--- src/rtl/uart_pkg.sv ---
// -----------------------------------------------------------------------------
// uart_pkg
// Shared definitions for the UART receive path and its loopback checker.
//   DEF_PRESCALE_W / DEF_BITCNT_W : default widths of the prescale and bit count
//   PRESCALE_8/16/32              : the only legal oversampling ratios
//   win_state_e                   : progress through the three-sample window
//   majority3()                   : 2-of-3 vote, also used by the TX checker
// -----------------------------------------------------------------------------
package uart_pkg;

    localparam int DEF_PRESCALE_W = 6;
    localparam int DEF_BITCNT_W   = 4;

    localparam int PRESCALE_8  = 8;
    localparam int PRESCALE_16 = 16;
    localparam int PRESCALE_32 = 32;

    // WIN_GOTn means sample n has been captured and the next one is due.
    typedef enum logic [1:0] {
        WIN_IDLE = 2'd0,
        WIN_GOT0 = 2'd1,
        WIN_GOT1 = 2'd2,
        WIN_GOT2 = 2'd3
    } win_state_e;

    function automatic logic majority3(input logic a, input logic b, input logic c);
        return (a & b) | (a & c) | (b & c);
    endfunction

endpackage

--- src/rtl/uart_rx_sampler_if.sv ---
// -----------------------------------------------------------------------------
// uart_rx_sampler_if
// Bundle between the RX control FSM and the oversampling stage.
//   counter_enable, data_sample_en : FSM -> sampler controls
//   rx_sync                        : synchronised serial line
//   edge_count, bit_count          : oversample index and completed bit periods
//   sampled_bit, sample_valid,
//   sample_noisy                   : voted bit, its strobe and disagreement flag
// Modports: master = RX control FSM, slave = uart_rx_sampler.
// -----------------------------------------------------------------------------
interface uart_rx_sampler_if #(
    parameter int PRESCALE_W = uart_pkg::DEF_PRESCALE_W,
    parameter int BITCNT_W   = uart_pkg::DEF_BITCNT_W
) ();

    logic                  counter_enable;
    logic                  data_sample_en;
    logic                  rx_sync;
    logic [PRESCALE_W-1:0] edge_count;
    logic [BITCNT_W-1:0]   bit_count;
    logic                  sampled_bit;
    logic                  sample_valid;
    logic                  sample_noisy;

    modport master (
        output counter_enable,
        output data_sample_en,
        input  rx_sync,
        input  edge_count,
        input  bit_count,
        input  sampled_bit,
        input  sample_valid,
        input  sample_noisy
    );

    modport slave (
        input  counter_enable,
        input  data_sample_en,
        output rx_sync,
        output edge_count,
        output bit_count,
        output sampled_bit,
        output sample_valid,
        output sample_noisy
    );

endinterface

--- src/rtl/uart_bit_sync.sv ---
// -----------------------------------------------------------------------------
// uart_bit_sync
// Multi-flop synchroniser for a single asynchronous bit. Flops reset to 1 so
// an idle-high serial line does not look like a start bit after reset.
//   clk  : destination clock
//   rst  : asynchronous, active-low reset
//   d_i  : asynchronous input
//   q_o  : d_i delayed by exactly SYNC_STAGES clk cycles
// -----------------------------------------------------------------------------
module uart_bit_sync #(
    parameter int SYNC_STAGES = 2
) (
    input  logic clk,
    input  logic rst,
    input  logic d_i,
    output logic q_o
);

    logic [SYNC_STAGES-1:0] sync_q;

    always_ff @(posedge clk or negedge rst) begin
        if (!rst) begin
            sync_q <= '1;
        end else begin
            sync_q <= {sync_q[SYNC_STAGES-2:0], d_i};
        end
    end

    assign q_o = sync_q[SYNC_STAGES-1];

endmodule

--- src/rtl/uart_rx_sampler.sv ---
// -----------------------------------------------------------------------------
// uart_rx_sampler
// Oversampling timing and data-recovery stage of the UART receiver.
//   clk       : oversampling clock
//   rst       : asynchronous, active-low reset
//   RX_IN     : raw serial line (asynchronous, idle high)
//   Prescale  : oversampling ratio, 8/16/32 (anything else is treated as 8)
//   fsm       : slave side of uart_rx_sampler_if (controls in, counters and
//               voted sample out)
// The ratio is latched while counter_enable is low and on the first enabled
// cycle, so it stays fixed for a whole frame. Three samples are taken around
// mid-bit (mid-1, mid, mid+1) and voted at mid+2; the registered result is
// visible the cycle after.
// -----------------------------------------------------------------------------
module uart_rx_sampler #(
    parameter int SYNC_STAGES = 2,
    parameter int PRESCALE_W  = uart_pkg::DEF_PRESCALE_W,
    parameter int BITCNT_W    = uart_pkg::DEF_BITCNT_W
) (
    input  logic                  clk,
    input  logic                  rst,
    input  logic                  RX_IN,
    input  logic [PRESCALE_W-1:0] Prescale,
    uart_rx_sampler_if.slave      fsm
);

    import uart_pkg::*;

    // Any ratio other than 16 or 32 falls back to 8.
    function automatic logic [PRESCALE_W-1:0] legal_prescale(input logic [PRESCALE_W-1:0] p);
        case (p)
            PRESCALE_W'(PRESCALE_16),
            PRESCALE_W'(PRESCALE_32): return p;
            default:                  return PRESCALE_W'(PRESCALE_8);
        endcase
    endfunction

    // Bit count sticks at all-ones instead of wrapping.
    function automatic logic [BITCNT_W-1:0] sat_inc(input logic [BITCNT_W-1:0] v);
        return (&v) ? v : v + BITCNT_W'(1);
    endfunction

    logic                  rx_sync;
    logic                  ce;
    logic                  ds;

    logic                  ce_q;
    logic [PRESCALE_W-1:0] p_q,    p_d;
    logic [PRESCALE_W-1:0] edge_q, edge_d;
    logic [BITCNT_W-1:0]   bit_q,  bit_d;
    win_state_e            win_q,  win_d;
    logic                  sbit_q, sbit_d;
    logic                  valid_q, valid_d;
    logic                  noisy_q, noisy_d;
    logic                  s0_q, s1_q, s2_q;
    logic                  cap0, cap1, cap2;

    logic [PRESCALE_W-1:0] last_edge;
    logic [PRESCALE_W-1:0] mid;
    logic [PRESCALE_W-1:0] mid_m1;
    logic [PRESCALE_W-1:0] mid_p1;
    logic [PRESCALE_W-1:0] mid_p2;

    uart_bit_sync #(
        .SYNC_STAGES (SYNC_STAGES)
    ) u_sync (
        .clk (clk),
        .rst (rst),
        .d_i (RX_IN),
        .q_o (rx_sync)
    );

    assign ce = fsm.counter_enable;
    assign ds = fsm.data_sample_en;

    assign last_edge = p_q - PRESCALE_W'(1);
    assign mid       = p_q >> 1;
    assign mid_m1    = mid - PRESCALE_W'(1);
    assign mid_p1    = mid + PRESCALE_W'(1);
    assign mid_p2    = mid + PRESCALE_W'(2);

    // ce_q low marks the first enabled cycle, which still re-latches Prescale.
    always_comb begin
        p_d = p_q;
        if (!ce || !ce_q) begin
            p_d = legal_prescale(Prescale);
        end
    end

    always_comb begin
        edge_d = edge_q;
        bit_d  = bit_q;
        if (!ce) begin
            edge_d = '0;
            bit_d  = '0;
        end else if (edge_q >= last_edge) begin
            edge_d = '0;
            bit_d  = sat_inc(bit_q);
        end else begin
            edge_d = edge_q + PRESCALE_W'(1);
        end
    end

    // Window sequencer: each step only advances if the previous sample was
    // taken on the immediately preceding edge with both enables high, so a
    // late-starting or interrupted window falls back to idle without a result.
    always_comb begin
        win_d   = WIN_IDLE;
        sbit_d  = sbit_q;
        noisy_d = 1'b0;
        valid_d = 1'b0;
        cap0    = 1'b0;
        cap1    = 1'b0;
        cap2    = 1'b0;
        if (ce && ds) begin
            case (win_q)
                WIN_IDLE: begin
                    if (edge_q == mid_m1) begin
                        win_d = WIN_GOT0;
                        cap0  = 1'b1;
                    end
                end
                WIN_GOT0: begin
                    if (edge_q == mid) begin
                        win_d = WIN_GOT1;
                        cap1  = 1'b1;
                    end
                end
                WIN_GOT1: begin
                    if (edge_q == mid_p1) begin
                        win_d = WIN_GOT2;
                        cap2  = 1'b1;
                    end
                end
                WIN_GOT2: begin
                    if (edge_q == mid_p2) begin
                        sbit_d  = majority3(s0_q, s1_q, s2_q);
                        noisy_d = !((s0_q == s1_q) && (s1_q == s2_q));
                        valid_d = 1'b1;
                    end
                end
                default: win_d = WIN_IDLE;
            endcase
        end
    end

    always_ff @(posedge clk or negedge rst) begin
        if (!rst) begin
            ce_q    <= 1'b0;
            p_q     <= PRESCALE_W'(PRESCALE_8);
            edge_q  <= '0;
            bit_q   <= '0;
            win_q   <= WIN_IDLE;
            sbit_q  <= 1'b1;
            valid_q <= 1'b0;
            noisy_q <= 1'b0;
        end else begin
            ce_q    <= ce;
            p_q     <= p_d;
            edge_q  <= edge_d;
            bit_q   <= bit_d;
            win_q   <= win_d;
            sbit_q  <= sbit_d;
            valid_q <= valid_d;
            noisy_q <= noisy_d;
        end
    end

    // Raw samples are only ever read after the sequencer has written them.
    always_ff @(posedge clk) begin
        if (cap0) s0_q <= rx_sync;
        if (cap1) s1_q <= rx_sync;
        if (cap2) s2_q <= rx_sync;
    end

    assign fsm.rx_sync      = rx_sync;
    assign fsm.edge_count   = edge_q;
    assign fsm.bit_count    = bit_q;
    assign fsm.sampled_bit  = sbit_q;
    assign fsm.sample_valid = valid_q;
    assign fsm.sample_noisy = noisy_q;

endmodule

--- src/flat_wrapper.sv ---
// flat-port wrapper written by rule: the top's interface ports become plain ports
module uart_rx_sampler_flat import uart_pkg::*;
#(
    parameter int SYNC_STAGES = 2,
    parameter int PRESCALE_W  = uart_pkg::DEF_PRESCALE_W,
    parameter int BITCNT_W    = uart_pkg::DEF_BITCNT_W
)
  (clk, rst, RX_IN, Prescale, fsm_counter_enable, fsm_data_sample_en, fsm_rx_sync, fsm_edge_count, fsm_bit_count, fsm_sampled_bit, fsm_sample_valid, fsm_sample_noisy);
  uart_rx_sampler_if #(.PRESCALE_W(PRESCALE_W), .BITCNT_W(BITCNT_W)) fsm_i ();
  input  logic clk;
  input  logic rst;
  input  logic RX_IN;
  input  logic [PRESCALE_W-1:0] Prescale;
  input wire logic [$bits(fsm_i.counter_enable)-1:0] fsm_counter_enable;
  input wire logic [$bits(fsm_i.data_sample_en)-1:0] fsm_data_sample_en;
  output wire logic [$bits(fsm_i.rx_sync)-1:0] fsm_rx_sync;
  output wire logic [$bits(fsm_i.edge_count)-1:0] fsm_edge_count;
  output wire logic [$bits(fsm_i.bit_count)-1:0] fsm_bit_count;
  output wire logic [$bits(fsm_i.sampled_bit)-1:0] fsm_sampled_bit;
  output wire logic [$bits(fsm_i.sample_valid)-1:0] fsm_sample_valid;
  output wire logic [$bits(fsm_i.sample_noisy)-1:0] fsm_sample_noisy;
  assign fsm_i.counter_enable = fsm_counter_enable;
  assign fsm_i.data_sample_en = fsm_data_sample_en;
  assign fsm_rx_sync = fsm_i.rx_sync;
  assign fsm_edge_count = fsm_i.edge_count;
  assign fsm_bit_count = fsm_i.bit_count;
  assign fsm_sampled_bit = fsm_i.sampled_bit;
  assign fsm_sample_valid = fsm_i.sample_valid;
  assign fsm_sample_noisy = fsm_i.sample_noisy;
  uart_rx_sampler #(.SYNC_STAGES(SYNC_STAGES), .PRESCALE_W(PRESCALE_W), .BITCNT_W(BITCNT_W)) u_core (.clk(clk), .rst(rst), .RX_IN(RX_IN), .Prescale(Prescale), .fsm(fsm_i));
endmodule
--- config.mk ---
export PLATFORM = sky130hd
export DESIGN_NAME = uart_rx_sampler_flat
export DESIGN_NICKNAME = d
export VERILOG_FILES = /design/src/rtl/uart_pkg.sv /design/src/rtl/uart_rx_sampler_if.sv /design/src/rtl/uart_bit_sync.sv /design/src/rtl/uart_rx_sampler.sv /design/src/flat_wrapper.sv
export SDC_FILE = /design/constraint.sdc
export NUM_CORES = 1
export LEC_CHECK = 0
export ABC_CLOCK_PERIOD_IN_PS = 3300
export CAP_MARGIN = 25
export CORE_UTILIZATION = 46
export DETAILED_ROUTE_END_ITERATION = 8
export GPL_TIMING_DRIVEN = 0
export PLACE_DENSITY = 0.75
export SKIP_LAST_GASP = 1
export SLEW_MARGIN = 20
export SYNTH_ARGS = -nofsm -noshare
export SYNTH_HDL_FRONTEND = slang
export SYNTH_HIERARCHICAL = 1
export SYNTH_SLANG_ARGS = --single-unit
--- constraint.sdc ---
create_clock -name clk -period 3.3 [get_ports clk]
set_input_delay 0.99 -clock clk [delete_from_list [all_inputs] [get_ports clk]]
set_output_delay 0.99 -clock clk [all_outputs]
set_load 0.1 [all_outputs]
# Yosys cells after proc, flatten, opt, wreduce, memory -nomap -nowiden
# Index checks and enable logic that the tools add are counted.
# classes
addsub,6
n_lt_le_gt_ge,1
eq_ne,13
n_mux,26
n_bitwise,5
n_reduce_logical,11
# ops
op,n
6-bit equality test,3
6-bit two-way mux,3
1-bit two-way mux,16
4-bit two-way mux,3
5-bit by 1-bit adder with 6-bit output (second input constant),1
5-bit by 2-bit adder with 6-bit output (second input constant),1
6-bit by 1-bit adder with 6-bit output (second input constant),1
6-bit by 5-bit equality test with 1-bit output,1
6-bit by 5-bit equality test with 1-bit output (second input constant),1
6-bit equality test (second input constant),1
6-bit greater-or-equal comparator,1
2-bit two-way mux,3
2-bit one-hot mux with 3 select lines,1
5-bit by 1-bit subtractor with 6-bit output (second input constant),1
6-bit by 1-bit subtractor with 6-bit output (second input constant),1
4-bit by 1-bit adder with 4-bit output (second input constant),1
2-bit equality test (second input constant),2
4-bit AND reduction,1
1-bit AND,3
1-bit zero test,3
3-bit AND reduction,1
1-bit equality test,2
2-bit by 1-bit equality test with 1-bit output (second input constant),1
1-bit logical AND,2
other kinds (7),8
# word_totals
ff_bits,27
in_bits,11
output_inout_bits,14
wordCells,74

# Depth between registers and ports, before layout
# Gate-level depths: netlist of run 1.
# depth
ltp_word,6
mapped_depth,12
depth_no_buf,11

# Modules after synthesis
# The synthesis of run 1 kept the hierarchy.
# by_module_without_submodules
module,instances,cells_each,area_per_inst_um2,seq_area_each_um2
uart_rx_sampler,1,172,1699.1,643.1
uart_bit_sync,1,2,52.6,52.6

# Worst setup path after synthesis of run 1
# No wires, ideal clock.
# synth_timing
kind,reg2reg
start,"reg u_core.edge_q[0], in the netlist u_core/fsm.edge_count[0]"
end,"reg u_core.bit_q[3], in the netlist u_core/fsm.bit_count[3]"
setup_time_ns,0.080
t_arrival_ns,2.610
required_time_ns,3.220
path_slack_ns,0.610
path_stages_with_launch,9
n_path_buf,1
period_less_slack_ns,2.690
cell_sequence,dfrtp_1 -> inv_1 -> ha_1 -> or3b_4 -> a2111oi_4 -> nor2_2 -> buf_6 -> nand4_4 -> mux2i_1
# synth_between
elab_chain_len,3
# synth_rtl
element,line_no,source
from (decl),uart_rx_sampler.sv:49,"logic [PRESCALE_W-1:0] edge_q, edge_d;"
from (signal assigned),uart_rx_sampler.sv:160,edge_q <= edge_d;
6-bit greater-or-equal comparator,uart_rx_sampler.sv:96,end else if (edge_q >= last_edge) begin
2-bit by 1-bit != test with 1-bit output (no line),n/a,
2-bit AND reduction (no line),n/a,
to (signal assigned),uart_rx_sampler.sv:161,bit_q <= bit_d;
to (decl),uart_rx_sampler.sv:50,"logic [BITCNT_W-1:0] bit_q, bit_d;"
# No other way between the ends.
# A chain may end at the register's enable or synchronous reset.

# Worst setup path in the final report of run 1
# layout_timing
start,"reg u_core.edge_q[0], in the netlist u_core/fsm.edge_count[0]"
end,out fsm_edge_count[0]
# layout_lines
element,line_no,source
to (decl),flat_wrapper.sv:17,output wire logic [$bits(fsm_i.edge_count)-1:0] fsm_edge_count;
# No word-level cell between the ends.

==> out/metrics.yaml, run 1 <==
critical_path:
  worst-path-buf-inv: 1
  reg2reg_from: "u_core/p_q[2]"
  cp_cell_sequence: "clkdlybuf4s50_1"
  reg2reg_to: "u_core/fsm.bit_count[3]"
  slowest_delay_ns: 1.19
  worstSetupStartpoint: "u_core/fsm.edge_count[0]"
  required_ns: 2.31
  cp-endpoint: "fsm_edge_count[0]"
  r2r_setup_slack_ns: 0.66
  cp.depth: 1
  reg2regPathDepth: 12
  critPathKind: "reg2out"
  crit_family: "buffers and inverters"
  crit_path_end_kind: "output pin"
  cp-start-kind: "flip-flop"
  slowest_stage: "clkdlybuf4s50_1"
  path_max_fanout: 7
  crit_arrival_ns: 1.96
clocking:
  insertion_delay_ns: 0.27
  clk_pin_slew_ns: 0.09
  cts_sinks: 27
  cts_tree: "done"
  post-cts-setup-buffer-count: 0
  cts_buffers: 3
  htree_levels: 1
  cts_buffer_depth: 2
  cts_hold_buf: 0
  root_buffer: "clkbuf_8"
  cts_resized: 0
floorplan:
  io_pins: 25
  fp-row-count: 22
  die-width_um: 63.7
  core-area_mm2: 0.00366
  die-area_mm2: 0.00406
  initial_core_util_pct: 47.8
  dieHeight_um: 63.7
power_and_ir_drop:
  p_leak_nw: 0.935
  peakVddDrop_mv: 0.272
  p_per_area_mw_per_mm2: 374
synth:
  synthAdderAreaFrac_pct: 12.1
  synth_edf_count: 3
  syn_avg_cell_area_um2: 10.1
  synthMuxAreaShare_pct: 1.79
  synthTopCellsByArea: "dfrtp_1, ha_1, xnor2_1"
  synth-simple-area-share_pct: 17.8
  synth_nets: 202
  synth_flop_cell: "dfrtp_1"
  synth_xor_area_share_pct: 10.9
  synth_cell_types: 49
  synthMostInstantiatedCell: "dfrtp_1"
  synth_top_family_by_area: "simple AND/OR/NAND/NOR gates"
  synth_commonest_cells: "dfrtp_1, ha_1, inv_1"
  synth_top_cell_by_area: "dfrtp_1"
  yosysWarnings: 6
  async_flop_share_pct: 88.9
  synth-seq-area-share_pct: 39.7
  synth_compound_area_share_pct: 12.6
  synth-seq-cells: 27
  syn_area_mm2: 0.00175
  syn_inst: 174
  yosys.area.top_type_share_pct: 28.6
route:
  drtIter0Drc: 53
  wl_met1_um: 1600
  drt_first_pass_iters: 5
  avgRoutedWirePerCell_um: 13.3
  viasPerCell: 5.37
  dr.max_layer_used: "met4"
  wl_met3_um: 87
  antenna_left: 0
  dr_wl_met2_um: 1600
  drc: 0
  wirelength_um: 3340
  vias: 1348
cells_and_area:
  nNetsFinal: 232
  drive_above_1_share_pct: 10.8
  area_growth_syn_to_layout_pct: 20.6
  fin_area_mm2: 0.00211
  antenna_cells: 0
global_route:
  grt_pass1_wl_um: 5920
  overflow: 0
  grt_usage_pct: 19.0
  antenna_found_initial: 0
  grt_pass1_vias: 1281
  grt_start_max_net_pins: 16
place:
  port-buffer-count: 24
  dp_hpwl_um: 2640
  placed_cell_area_mm2: 0.00207
  gp_congestion: 0.891
hold_path:
  hp-class: "reg2reg"
  hold_depth: 0
sta:
  clock.fmax_ghz: 0.339
  setup_tns_ns: 0
  holdWs_ns: 0.359
  rsz0062_at_grt: "no"
  timing.final.crit_period_ns: 2.95
  relSlewSlack_pct: 35.2
  final_max_slew_viol_count: 0
  setup_viol: 0
  fin_worst_skew_ns: 0.00183
  worst_pin_slew_ns: 0.969
  hold_viol: 0
  fin_crit_sh_pct: 89.4
run:
  drv_cap: 0
run_status:
  status: "finished, final reports clean"
-- cells by family (layout without fill, tap and decap cells) --
group / count (synthesis) / count (layout)
buf+inv: 21 / 50
flops: 27 / 27
fa+ha+maj: 17 / 17
simple gates: 58 / 58
mux: 3 / 3
xor+xnor: 21 / 21
compound gates: 27 / 27
-- per-layer routing --
layer | up-vias | GRT usage, %
met3 | 4 | 1.63
met5 | - | 0
met4 | 0 | 7.67
li1 | 666 | -
met2 | 22 | 29.9
met1 | 656 | 26.6
-- placed cells by master (no fill, tap or decap), drive strengths merged, types with 2 or more instances in the layout --
master	instances
a211o	2
a21oi	5
a32o	2
and3	4
buf	5
clkbuf	5
clkdlybuf4s50	24
dfrtp	20
dfstp	4
edfxtp	3
ha	17
inv	15
mux2i	2
nand2	12
nand2b	2
nand3	7
nand4	5
nor2	14
nor3	4
nor4	2
o211ai	2
o21ai	3
o31ai	2
or2	3
or3b	2
xnor2	14
xor2	7
-- worst min path at each step --
| stage | slack, ns | endpoint | from |
|---|---|---|---|
| floorplan | 0.35 | u_core/u_sync/sync_q[1] | u_core/u_sync/sync_q[0] |
| global placement | 0.35 | u_core/u_sync/sync_q[1] | u_core/u_sync/sync_q[0] |
| detailed placement | 0.35 | u_core/u_sync/sync_q[1] | u_core/u_sync/sync_q[0] |
| CTS | 0.36 | u_core/u_sync/sync_q[1] | u_core/u_sync/sync_q[0] |
| global route | 0.37 | u_core/u_sync/sync_q[1] | u_core/u_sync/sync_q[0] |
| finish | 0.36 | u_core/u_sync/sync_q[1] | u_core/u_sync/sync_q[0] |
-- state kept, by name, summed over array words and instances (netlist names) --
signal                   flops
u_core/fsm.sampled_bit       1
u_core/fsm.edge_count        6
u_core/s1_q                  1
u_core/win_q                 2
u_core/s2_q                  1
u_core/p_q                   6
u_core/fsm.sample_noisy      1
u_core/u_sync/sync_q         2
u_core/ce_q                  1
u_core/fsm.sample_valid      1
u_core/fsm.bit_count         4
u_core/s0_q                  1
-- area by class of cell --
type | count | area, um2
tap | 48 | 60.1
inverter | 15 | 56.3
sequential | 27 | 696
buffer | 6 | 32.5
fill | 321 | 1550
timing repair buffer | 25 | 255
multi-input combinational | 126 | 967
clock inverter | 1 | 5.00
clock buffer | 3 | 41.3
-- metrics by stage --
| step | std cells | worst slack (ns) | util, % | total power [mW] |
|---|---|---|---|---|
| 6_report | 251 | 0.349 | 57.7 | 0.791 |
| 5_1_grt | 251 | 0.275 | 57.7 | 0.832 |
| 4_1_cts | 251 | 0.337 | 57.7 | 0.798 |
| 3_5_place_dp | 247 | 0.494 | 56.5 | 0.613 |
| 3_3_place_gp | 246 | 0.516 | 56.0 | 0.608 |
| 2_1_floorplan | 174 | 0.610 | - | 0.546 |
-- report_power, final --
group	leakage (nW)	switching [mW]	total [mW]	internal, mW
Clock	0.0255	0.100	0.185	0.0846
Sequential	0.341	0.0239	0.376	0.352
Combinational	0.568	0.155	0.230	0.0751
Note: power is estimated with default switching activity, not from simulation.
==> run 2, diff against run 1 <==
- MAX_ROUTING_LAYER: unset -> met4
==> run 2 against run 1 <==
- via count shrank 0.37%
- fmax is essentially flat
- clock power is essentially flat
- clock skew is essentially flat
- critical endpoint unchanged
==> out/metrics.yaml, run 2 (synthesis gave the netlist of run 1 again) <==
clocking:
  clk_pin_slew_ns: 0.09
  insertion_delay_ns: 0.27
  cts_resized: 0
  cts_buffer_depth: 2
  htree_levels: 1
  post-cts-setup-buffer-count: 0
  cts_sinks: 27
  cts_buffers: 3
  cts_tree: "done"
  root_buffer: "clkbuf_8"
  cts_hold_buf: 0
cells_and_area:
  fin_area_mm2: 0.00211
  antenna_cells: 0
  n_fill_cell: 321
  instances_no_fill: 251
  nNetsFinal: 232
  area_growth_syn_to_layout_pct: 20.6
  mostFrequentLayoutCell: "clkdlybuf4s50_1"
  most-common-layout-cells: "clkdlybuf4s50_1, dfrtp_1, ha_1"
  drive_above_1_share_pct: 10.8
critical_path:
  cp-endpoint: "fsm_edge_count[0]"
  cp-start-kind: "flip-flop"
  required_ns: 2.31
  slowest_delay_ns: 1.19
  worstSetupStartpoint: "u_core/fsm.edge_count[0]"
  path_max_fanout: 7
  critPathKind: "reg2out"
  r2r_setup_slack_ns: 0.66
  crit_family: "buffers and inverters"
  reg2reg_to: "u_core/fsm.bit_count[3]"
  cp_cell_sequence: "clkdlybuf4s50_1"
  cp.depth: 1
  crit_arrival_ns: 1.96
  worst-path-buf-inv: 1
  reg2regPathDepth: 12
  reg2reg_from: "u_core/p_q[2]"
  crit_path_end_kind: "output pin"
  slowest_stage: "clkdlybuf4s50_1"
place:
  gp_congestion: 0.906
  dpl.cell_count: 247
  port-buffer-count: 24
  placed_cell_area_mm2: 0.00207
  pre_cts_ws_ns: 0.494
  dp_hpwl_um: 2640
route:
  viasPerCell: 5.35
  drc: 0
  drtIter0Drc: 53
  antenna_left: 0
  vias: 1343
  drt_first_pass_iters: 4
  wirelength_um: 3350
  avgRoutedWirePerCell_um: 13.3
floorplan:
  dieHeight_um: 63.7
  io_pins: 25
  core-area_mm2: 0.00366
  initial_core_util_pct: 47.8
  die-area_mm2: 0.00406
  die-width_um: 63.7
  fp-row-count: 22
power_and_ir_drop:
  peakVddDrop_mv: 0.271
  switching_power_uw: 279
  clockPowerShare_pct: 23.3
  finalPower_uw: 790
  p_per_area_mw_per_mm2: 374
  pwr-share-seq_pct: 47.5
  combPwrFrac_pct: 29.1
  p_sw_share_pct: 35.3
  p_leak_nw: 0.935
  internal-power_uw: 511
global_route:
  antenna_found_initial: 0
  overflow: 0
  grt_usage_pct: 19.5
  grt_pass1_wl_um: 5920
  grt_start_max_net_pins: 16
  grt_pass1_vias: 1281
sta:
  fin_crit_sh_pct: 89.4
  worst_pin_slew_ns: 0.969
  hold_viol: 0
  final_max_slew_viol_count: 0
  setup_viol: 0
  timing.final.crit_period_ns: 2.95
  setup_slack_ns: 0.350
  relSlewSlack_pct: 35.2
  setup_tns_ns: 0
  clock.fmax_ghz: 0.339
  rsz0062_at_grt: "no"
  fin_worst_skew_ns: 0.00152
run_status:
  status: "finished, final reports clean"
run:
  drv_cap: 0
hold_path:
  hp-class: "reg2reg"
==> run 2: power groups by stage <==
stage                     sequential [mW]  clock [mW]  combinational (mW)
after floorplan                     0.469           0              0.0771
after global placement              0.383           0               0.225
after detailed placement            0.382           0               0.231
after CTS                           0.376       0.191               0.232
after global routing                0.380       0.207               0.245
final                               0.376       0.184               0.230
==> run 2: area by class of cell <==
class                           count  area, um2  area share (%)
Timing Repair Buffer               25        255            12.1
Sequential cell                    27        696            32.9
Tap cell                           48       60.1            2.84
Clock buffer                        3       41.3            1.95
Buffer                              6       32.5            1.54
Clock inverter                      1       5.00           0.237
Inverter                           15       56.3            2.66
Multi-Input combinational cell    126        967            45.8
==> run 2: through the flow <==
step	utilization [%]	hold WS, ns
CTS	57.7	0.360
global route	57.7	0.369
floorplan	-	0.345
finish	57.7	0.360
detailed placement	56.5	0.347
global placement	56.0	0.346
==> run 2: worst min-delay path by stage <==
stage | to | startpoint | cells past startpoint
after global placement | u_core/u_sync/sync_q[1] | u_core/u_sync/sync_q[0] | 0
after global routing | u_core/u_sync/sync_q[1] | u_core/u_sync/sync_q[0] | 0
after CTS | u_core/u_sync/sync_q[1] | u_core/u_sync/sync_q[0] | 0
final | u_core/u_sync/sync_q[1] | u_core/u_sync/sync_q[0] | 0
after detailed placement | u_core/u_sync/sync_q[1] | u_core/u_sync/sync_q[0] | 0
after floorplan | u_core/u_sync/sync_q[1] | u_core/u_sync/sync_q[0] | 0
==> run 2: layer usage <==
metal,GRT usage [%],wire [um],share of wire [%],up-vias
li1,-,-,-,667
met2,29.9,1600,48,20
met1,26.6,1640,49,652
met4,7.67,41,1.2,0
met3,1.63,74,2.2,4
met5,-,0,0,-
==> run 3, diff against run 2 <==
- CTS_CLUSTER_SIZE: unset -> 12
- REMOVE_ABC_BUFFERS: unset -> 1
==> run 3 against run 2 <==
- cell count fell by 2.8%
- sequential cell count did not move
- largest cell class unchanged
- count of clock-buffer cells in the layout grew 1
- sequential power rose by 1%
- utilization shrank 1.5 points
- first-iteration DRC count grew 64%
- worst setup slack lost 0.11 ns
- largest power group unchanged
- non-clock buffer count shrank 7
- combinational power decreased by 5%
- global-route usage grew 0.20 points
- power shrank 1.7%
- worst hold slack hardly changed
==> out/metrics.yaml, run 3 (synthesis gave the netlist of run 1 again) <==
run_status:
  status: "finished, final reports clean"
sta:
  timing.final.crit_period_ns: 3.06
  clock.fmax_ghz: 0.327
  fin_worst_skew_ns: 0.00264
  setup_viol: 0
  relSlewSlack_pct: 35.2
  setup_tns_ns: 0
  final_max_slew_viol_count: 0
  rsz0062_at_grt: "no"
  hold_viol: 0
  fin_crit_sh_pct: 92.7
  worst_pin_slew_ns: 0.969
cells_and_area:
  nNetsFinal: 225
  area_growth_syn_to_layout_pct: 17.6
  n_fill_cell: 335
  drive_above_1_share_pct: 9.18
  mostFrequentLayoutCell: "clkdlybuf4s50_1"
  register_area_um2: 696
  antenna_cells: 0
  instances_no_fill: 244
  multi_input_area_um2: 967
  most-common-layout-cells: "clkdlybuf4s50_1, dfrtp_1, ha_1"
floorplan:
  dieHeight_um: 63.7
  core-area_mm2: 0.00366
  fp-row-count: 22
  die-width_um: 63.7
  initial_core_util_pct: 47.8
  die-area_mm2: 0.00406
  io_pins: 25
place:
  gp_congestion: 0.867
  dp_hpwl_um: 2680
  port-buffer-count: 24
  dpl.cell_count: 240
global_route:
  grt_start_max_net_pins: 25
  grt_pass1_wl_um: 6020
  overflow: 0
  grt_usage_pct: 19.7
  antenna_found_initial: 0
  grt_pass1_vias: 1407
route:
  drtIter0Drc: 87
  drc: 0
  drt_first_pass_iters: 4
  avgRoutedWirePerCell_um: 14.5
  wirelength_um: 3540
  viasPerCell: 5.59
  vias: 1365
  antenna_left: 0
clocking:
  insertion_delay_ns: 0.26
  htree_levels: 1
  cts_buffers: 3
  post-cts-setup-buffer-count: 0
  cts_hold_buf: 0
  cts_sinks: 27
  cts_resized: 0
  cts_buffer_depth: 2
  clk_pin_slew_ns: 0.08
  cts_tree: "done"
  root_buffer: "clkbuf_8"
critical_path:
  cp-start-kind: "flip-flop"
  crit_arrival_ns: 2.07
  slowest_delay_ns: 1.21
  critPathKind: "reg2out"
  slowest_stage: "clkdlybuf4s50_1"
  crit_family: "buffers and inverters"
  cp_cell_sequence: "clkdlybuf4s50_1"
  required_ns: 2.31
  path_max_fanout: 11
  crit_path_end_kind: "output pin"
  worst-path-buf-inv: 1
power_and_ir_drop:
  p_per_area_mw_per_mm2: 377
  p_leak_nw: 0.904
  peakVddDrop_mv: 0.409
hold_path:
  hp-class: "reg2reg"
run:
  drv_cap: 0
[run 3: cell count changes in the layout (fill, tap and decap cells not counted), sizes merged]
cell | before | now
buf | 5 | 1
clkdlybuf4s50 | 24 | 23
clkinv | 1 | 0
clkbuf | 5 | 4
[run 3: per-stage QoR]
step	instance area, um2	util (%)	setup slack, ns	hold WS (ns)	power, mW
floorplan	1720	-	0.598	0.345	0.541
global placement	2020	55.2	0.321	0.347	0.602
detailed placement	2020	55.2	0.287	0.351	0.607
CTS	2060	56.4	0.234	0.363	0.787
global route	2060	56.3	0.186	0.366	0.819
finish	2060	56.3	0.242	0.360	0.777
[run 3: worst paths after layout]
check,startpoint,depth (start not counted),slack (ns),endpoint
max,u_core/fsm.edge_count[3],1,0.24,fsm_edge_count[3]
min,u_core/u_sync/sync_q[0],0,0.36,u_core/u_sync/sync_q[1]
max reg2reg,u_core/p_q[2],11,0.60,u_core/fsm.bit_count[2]
min reg2reg,u_core/u_sync/sync_q[0],0,0.36,u_core/u_sync/sync_q[1]
max in group asynchronous,rst,1,2.23,u_core/u_sync/sync_q[0]
min in group asynchronous,rst,1,0.69,u_core/win_q[1]
[run 3: power by group]
group	switching, mW	leakage, nW	total [mW]	internal, mW
registers	0.0297	0.341	0.381	0.352
clock network	0.0906	0.0228	0.177	0.0862
logic	0.149	0.540	0.219	0.0697
total	0.270	0.904	0.777	0.508
[run 3: layout make-up]
| type | count | share of cell area (%) |
|---|---|---|
| flip-flops and latches | 27 | 33.8 |
| well taps | 48 | 2.92 |
| inverters | 15 | 2.73 |
| clock buffers | 4 | 2.19 |
| multi-input cells | 126 | 47.0 |
| repair buffers | 24 | 11.4 |
[run 3: per-layer routing]
layer  routed length (um)  part of all wire (%)  up-vias  GRT usage [%]
met1                 1540                    44      678           21.4
met4                   19                  0.54        0           5.11
li1                     -                     -      652              -
met2                 1880                    53       31           36.2
met5                    0                     0        -              -
met3                  100                   2.8        4           3.80
